`config.mk`:
```
export PLATFORM = sky130hd
export DESIGN_NAME = adder_vec_driver
export DESIGN_NICKNAME = d
export VERILOG_FILES = /design/src/rtl/adder_pkg.sv /design/src/rtl/adder_exp_pipe.sv /design/src/rtl/adder_vec_driver.sv
export SDC_FILE = /design/constraint.sdc
export NUM_CORES = 1
export LEC_CHECK = 0
export CORE_MARGIN = 2
export CORE_UTILIZATION = 50
export CTS_CLUSTER_DIAMETER = 60
export DETAILED_ROUTE_END_ITERATION = 8
export PLACE_DENSITY = 0.74
export SETUP_SLACK_MARGIN = 0.15
export SLEW_MARGIN = 0
export SYNTH_ARGS = -nofsm -noshare
export SYNTH_HDL_FRONTEND = slang
export SYNTH_SLANG_ARGS = --single-unit
```
`constraint.sdc`:
```
create_clock -name clk -period 2.75 [get_ports clk]
set_clock_uncertainty 0.1 [all_clocks]
set_input_delay 0.55 -clock clk [delete_from_list [all_inputs] [get_ports clk]]
set_output_delay 0.55 -clock clk [all_outputs]
set_load 0.03 [all_outputs]
```
`src/rtl/adder_pkg.sv`:
```
// Shared definitions for the adder bring-up checker: default widths, FSM
// state encoding and the error-count saturation value.
package adder_pkg;

  localparam int DEF_OP_W    = 4;
  localparam int DEF_SUM_W   = 8;
  localparam int DEF_ADD_LAT = 1;

  localparam logic [7:0] ERR_SAT = 8'd255;

  typedef enum logic [1:0] {
    S_IDLE  = 2'd0,
    S_DRIVE = 2'd1,
    S_DRAIN = 2'd2,
    S_DONE  = 2'd3
  } state_e;

endpackage

```
`src/rtl/adder_exp_pipe.sv`:
```
// Delay line that carries {valid, payload} alongside the adder so that each
// expected value arrives at the checker in the same cycle as its sum.
module adder_exp_pipe #(
  parameter int W     = 16,
  parameter int DEPTH = 2
) (
  input  logic         clk,
  input  logic         rst_n,
  input  logic         in_valid_i,
  input  logic [W-1:0] in_data_i,
  output logic         out_valid_o,
  output logic [W-1:0] out_data_o
);

  logic [DEPTH-1:0] valid_q;
  logic [W-1:0]     data_q [DEPTH];

  always_ff @(posedge clk or negedge rst_n) begin
    if (!rst_n) begin
      valid_q <= '0;
      for (int i = 0; i < DEPTH; i++) begin
        data_q[i] <= '0;
      end
    end else begin
      valid_q[0] <= in_valid_i;
      data_q[0]  <= in_data_i;
      for (int i = 1; i < DEPTH; i++) begin
        valid_q[i] <= valid_q[i-1];
        data_q[i]  <= data_q[i-1];
      end
    end
  end

  assign out_valid_o = valid_q[DEPTH-1];
  assign out_data_o  = data_q[DEPTH-1];

endmodule

```
`src/rtl/adder_vec_driver.sv`:
```
// Exhaustive operand sweep for the registered adder: launches every {a,b}
// pair, compares the returned sum against a delayed expected value, and reports.
module adder_vec_driver
  import adder_pkg::*;
#(
  parameter int OP_W    = DEF_OP_W,
  parameter int SUM_W   = DEF_SUM_W,
  parameter int ADD_LAT = DEF_ADD_LAT
) (
  input  logic              clk,
  input  logic              rst_n,
  input  logic              start,
  output logic [OP_W-1:0]   a_out,
  output logic [OP_W-1:0]   b_out,
  input  logic [SUM_W-1:0]  c_in,
  output logic              busy,
  output logic              done,
  output logic              pass,
  output logic [7:0]        err_cnt,
  output logic [2*OP_W-1:0] first_err_vec,
  output logic [SUM_W-1:0]  first_err_c,
  output state_e            state_dbg
);

  localparam int VEC_W = 2 * OP_W;
  localparam int PAY_W = VEC_W + SUM_W;
  localparam logic [VEC_W-1:0] LAST_VEC = '1;

  // Handshake: start is a one-cycle request honoured only in IDLE; busy marks
  // the sweep and drain; done pulses once, in the cycle pass becomes final.
  state_e            state_q;
  logic [VEC_W-1:0]  idx_q;
  logic [2:0]        drain_q;
  logic [OP_W-1:0]   a_q, b_q;
  logic              busy_q, done_q, pass_q;
  logic [7:0]        err_q, err_d;
  logic [VEC_W-1:0]  fvec_q, fvec_d;
  logic [SUM_W-1:0]  fc_q, fc_d;

  logic              push_valid;
  logic [SUM_W-1:0]  push_exp;
  logic [PAY_W-1:0]  push_data;
  logic              chk_valid;
  logic [PAY_W-1:0]  chk_data;
  logic [VEC_W-1:0]  chk_vec;
  logic [SUM_W-1:0]  chk_exp;
  logic              mismatch;

  // The entry pushed on an edge in DRIVE describes the vector launched on that edge.
  assign push_valid = (state_q == S_DRIVE);
  assign push_exp   = SUM_W'(idx_q[VEC_W-1:OP_W]) + SUM_W'(idx_q[OP_W-1:0]);
  assign push_data  = {idx_q, push_exp};

  adder_exp_pipe #(
    .W     (PAY_W),
    .DEPTH (ADD_LAT + 1)
  ) u_exp_pipe (
    .clk         (clk),
    .rst_n       (rst_n),
    .in_valid_i  (push_valid),
    .in_data_i   (push_data),
    .out_valid_o (chk_valid),
    .out_data_o  (chk_data)
  );

  assign chk_vec  = chk_data[PAY_W-1:SUM_W];
  assign chk_exp  = chk_data[SUM_W-1:0];
  assign mismatch = chk_valid && (c_in != chk_exp);

  always_comb begin
    err_d  = err_q;
    fvec_d = fvec_q;
    fc_d   = fc_q;
    if (state_q == S_IDLE && start) begin
      err_d  = '0;
      fvec_d = '0;
      fc_d   = '0;
    end else if (mismatch) begin
      if (err_q != ERR_SAT) begin
        err_d = err_q + 8'd1;
      end
      if (err_q == '0) begin
        fvec_d = chk_vec;
        fc_d   = c_in;
      end
    end
  end

  always_ff @(posedge clk or negedge rst_n) begin
    if (!rst_n) begin
      state_q <= S_IDLE;
      idx_q   <= '0;
      drain_q <= '0;
      a_q     <= '0;
      b_q     <= '0;
      busy_q  <= 1'b0;
      done_q  <= 1'b0;
      pass_q  <= 1'b0;
      err_q   <= '0;
      fvec_q  <= '0;
      fc_q    <= '0;
    end else begin
      err_q  <= err_d;
      fvec_q <= fvec_d;
      fc_q   <= fc_d;
      done_q <= 1'b0;
      case (state_q)
        S_IDLE: begin
          if (start) begin
            state_q <= S_DRIVE;
            idx_q   <= '0;
            pass_q  <= 1'b0;
            busy_q  <= 1'b1;
          end
        end
        S_DRIVE: begin
          a_q <= idx_q[VEC_W-1:OP_W];
          b_q <= idx_q[OP_W-1:0];
          if (idx_q == LAST_VEC) begin
            state_q <= S_DRAIN;
            drain_q <= '0;
          end else begin
            idx_q <= idx_q + 1'b1;
          end
        end
        S_DRAIN: begin
          // The final compare lands on the exit edge, so pass uses err_d.
          if (drain_q == 3'(ADD_LAT)) begin
            state_q <= S_DONE;
            busy_q  <= 1'b0;
            done_q  <= 1'b1;
            pass_q  <= (err_d == '0);
          end else begin
            drain_q <= drain_q + 3'd1;
          end
        end
        S_DONE: begin
          state_q <= S_IDLE;
        end
        default: begin
          state_q <= S_IDLE;
        end
      endcase
    end
  end

  assign a_out         = a_q;
  assign b_out         = b_q;
  assign busy          = busy_q;
  assign done          = done_q;
  assign pass          = pass_q;
  assign err_cnt       = err_q;
  assign first_err_vec = fvec_q;
  assign first_err_c   = fc_q;
  assign state_dbg     = state_q;

endmodule

```
==> results by group <==
Clock tree
  – Post-CTS setup buffer count: 0
  – TritonCTS clock tree: yes
  – Num CTS Buffers: 9
  – Post-CTS Resized: 0
  – Clock Tree Buf Depth: 2
  – Worst skew pair latency: 350 ps
  – Clock root cell: clkbuf_8
  – CTS Sinks: 76
  – Hold-fix buffers, CTS: 0
  – CTS H-tree depth: 3
  – Worst-path clk slew: 80 ps

Pwr
  – Total power draw: 2.930 mW
  – Max VDD drop: 0.3235 mV
  – PD cells: slightly above 700 mW/mm²
  – Static Leak: 1.783 nW

Global routing
  – Gr ovfl total: 0
  – Initial antenna violation count: 0
  – Vias in the first global route: 2,182
  – First-pass GRT wire length: 10,740 µm
  – Largest net degree at the start of global routing: between 70 and 80
  – Total track usage: 18.85%

Yosys
  – Cell variety after synth: 46
  – Register area share after synthesis: 56.53%
  – Main area contributors after synthesis: dfrtp_1 57%, mux2i_1 6.0%, ha_1 4.8%, nor2_1 4.2%, mux2_2 2.7%
  – Post-Synthesis Cells: 292
  – Post-synth EDFFs: 0
  – Synthesized Nets: 317
  – Commonest cells post-synth: 76 x dfrtp_1, 38 x nor2_1, 20 x mux2i_1, 17 x inv_1, 13 x ha_1
  – Mapped cell area: 0.003364 mm²
  – Ys async rst share: 100.0%
  – Commonest register cell after synthesis: dfrtp_1
  – Mean Syn Cell Area: 11.52 µm²
  – Yosys warnings: 0
  – Yosys top cell by area: dfrtp_1
  – Synth Register Bits: 76
  – Most common cell in the netlist: dfrtp_1
  – Top cell type's share of synthesized area: between 50% and 60%

Place
  – DP Area: 0.003929 mm²
  – Final HPWL DP: between 4000 and 5000 µm
  – Setup WS pre-CTS: ~96 ps
  – Port Buffers: 47
  – Placed Cells: 411
  – Gpl congestion: approximately 0.86

Floorplan
  – Core box area: 0.006422 mm²
  – Placement Rows: 29
  – Number of top-level pins: 48
  – Die width: 86.03 µm
  – Initial core utilization: 52.39%
  – Die height: 86.03 µm
  – Die area: about 0.0074 mm²

Worst setup path
  – CP delay by family, top: compound AO/OA/AOI/OAI gates
  – CP max FO: 9
  – Setup crit end kind: flop
  – CP max stage delay: 600 ps
  – Data required time at the worst endpoint: approximately 3000 ps
  – WP buf/inv: 0
  – Worst Reg-to-Reg Cells: 7
  – CP cell instances: ha_1, nand3_1, o31ai_1, a21oi_1, and4_1, o22ai_1, o211ai_1
  – Crit path DAT: around 2600 ps
  – CP Depth: 7
  – CP Class: flop to flop
  – CP Launch Type: flop
  – CP max-delay cell: a21oi_1

Run status
  – Status: complete, no violations

Layout
  – Layout Utilization: 64.17%
  – Number of diodes: 0
  – # fillers: 503
  – Nets: 370
  – Finished Layout Cells: 427
  – Area grow syn2layout: 22.50%
  – Area of the multi-input gates: about 0.0013 mm²
  – Ratio of cells with drive above 1 in the final layout: 10.00%
  – FF+latch area: about 0.0019 mm²
  – Final Instance Area: 0.004121 mm²

Timing
  – Slew @ Worst Pin: a little over 900 ps
  – Tmin final: 2394 ps
  – RSZ-0062 raised after global routing: no
  – Final setup vio count: 0
  – Hold WS: 238.8 ps
  – Setup TNS: 0 ps
  – Slew headroom: 37.89%
  – Final worst-path cycle share: 87.06%
  – Max Clk Rate: 417.7 MHz
  – Final hold violation count: 0
  – Fin. max-slew vios: 0
  – Final Worst Setup Slack: 355.9 ps

Route
  – Final WL: about 6400 µm
  – Antenna Nets Post-Route: 0
  – Residual DRC: 0
  – Vias/cell: 5.375
  – WL/cell: 14.90 µm
  – Pre-Repair DR Iteration Count: 4
  – Routed via count: 2,295
  – Iter 0 DRT Violations: 121

Job
  – # Max-Cap Violations: 0

Worst hold path
  – Worst Hold Class: input port to async pin
power by group:
part           internal, mW  total, mW  switching [mW]
combinational         0.331      0.784           0.453
clock                 0.360      0.777           0.418
sequential             1.21       1.37           0.155
total                  1.90       2.93            1.03
layout by cell type, fill, tap and decap left out, drive strengths merged, types with 2 or more instances in the layout:
master,count
nand2,7
o21ai,14
nor2,38
a221oi,2
mux2i,20
clkdlybuf4s50,46
and2,2
nand4,9
xor2,8
nor3,5
dfrtp,76
a211oi,2
nor4,4
ha,13
inv,19
or2,2
and3,2
a21oi,11
o211ai,2
nor2b,2
clkbuf,10
clkinv,3
nand2b,2
xnor2,9
nand3,8
buf,7
mux2,10
and4,2
final timing paths:
check	from	to	slack (ps)
setup / recovery	err_cnt[1]	pass	360
max in group asynchronous	rst_n	err_cnt[6]	1700
setup reg to reg	err_cnt[1]	pass	360
min in group clk	u_exp_pipe.data_q[17]	u_exp_pipe.out_data_o[1]	250
hold / removal	rst_n	first_err_vec[5]	240
hold reg to reg	u_exp_pipe.data_q[17]	u_exp_pipe.out_data_o[1]	250
registers in the layout (all words and copies together) (netlist names):
name,flops
idx_q,8
b_out,4
u_exp_pipe.valid_q,2
err_cnt,8
drain_q,3
pass,1
first_err_vec,8
busy,1
a_out,4
u_exp_pipe.data_q,13
done,1
first_err_c,8
state_dbg,2
u_exp_pipe.out_data_o,13
per-layer routing:
metal	global-route usage (%)	up-vias	share of wire [%]
met2	28.40	60	46
met4	7.359	0	1.3
met5	0	-	0
met3	4.620	5	4.6
li1	-	1118	-
met1	26.41	1112	48
worst register-to-register path: stages, from the launching register on:
cell	delay [ps]
dfrtp_1	480
ha_1	320
nand3_1	170
o31ai_1	100
a21oi_1	600
and4_1	300
o22ai_1	80
o211ai_1	170
cell type report:
cell class / instances / area share (%)
clock inverters: 6 / 1.154
flip-flops and latches: 76 / 46.14
repair buffers: 53 / 12.75
clock buffers: 10 / 3.339
multi-input cells: 188 / 32.73
well taps: 77 / 2.338
inverters: 17 / 1.548
cells by family (layout without fill, tap and decap cells):
family	after synthesis	after routing	synth area share, %
mux	30	30	9.297
simple gates	87	87	13.28
flops	76	76	56.53
buf+inv	28	86	3.607
xor+xnor	17	17	4.426
compound gates	40	40	7.438
fa+ha+maj	14	14	5.430
No activity file was read; power rests on OpenSTA's default activity.
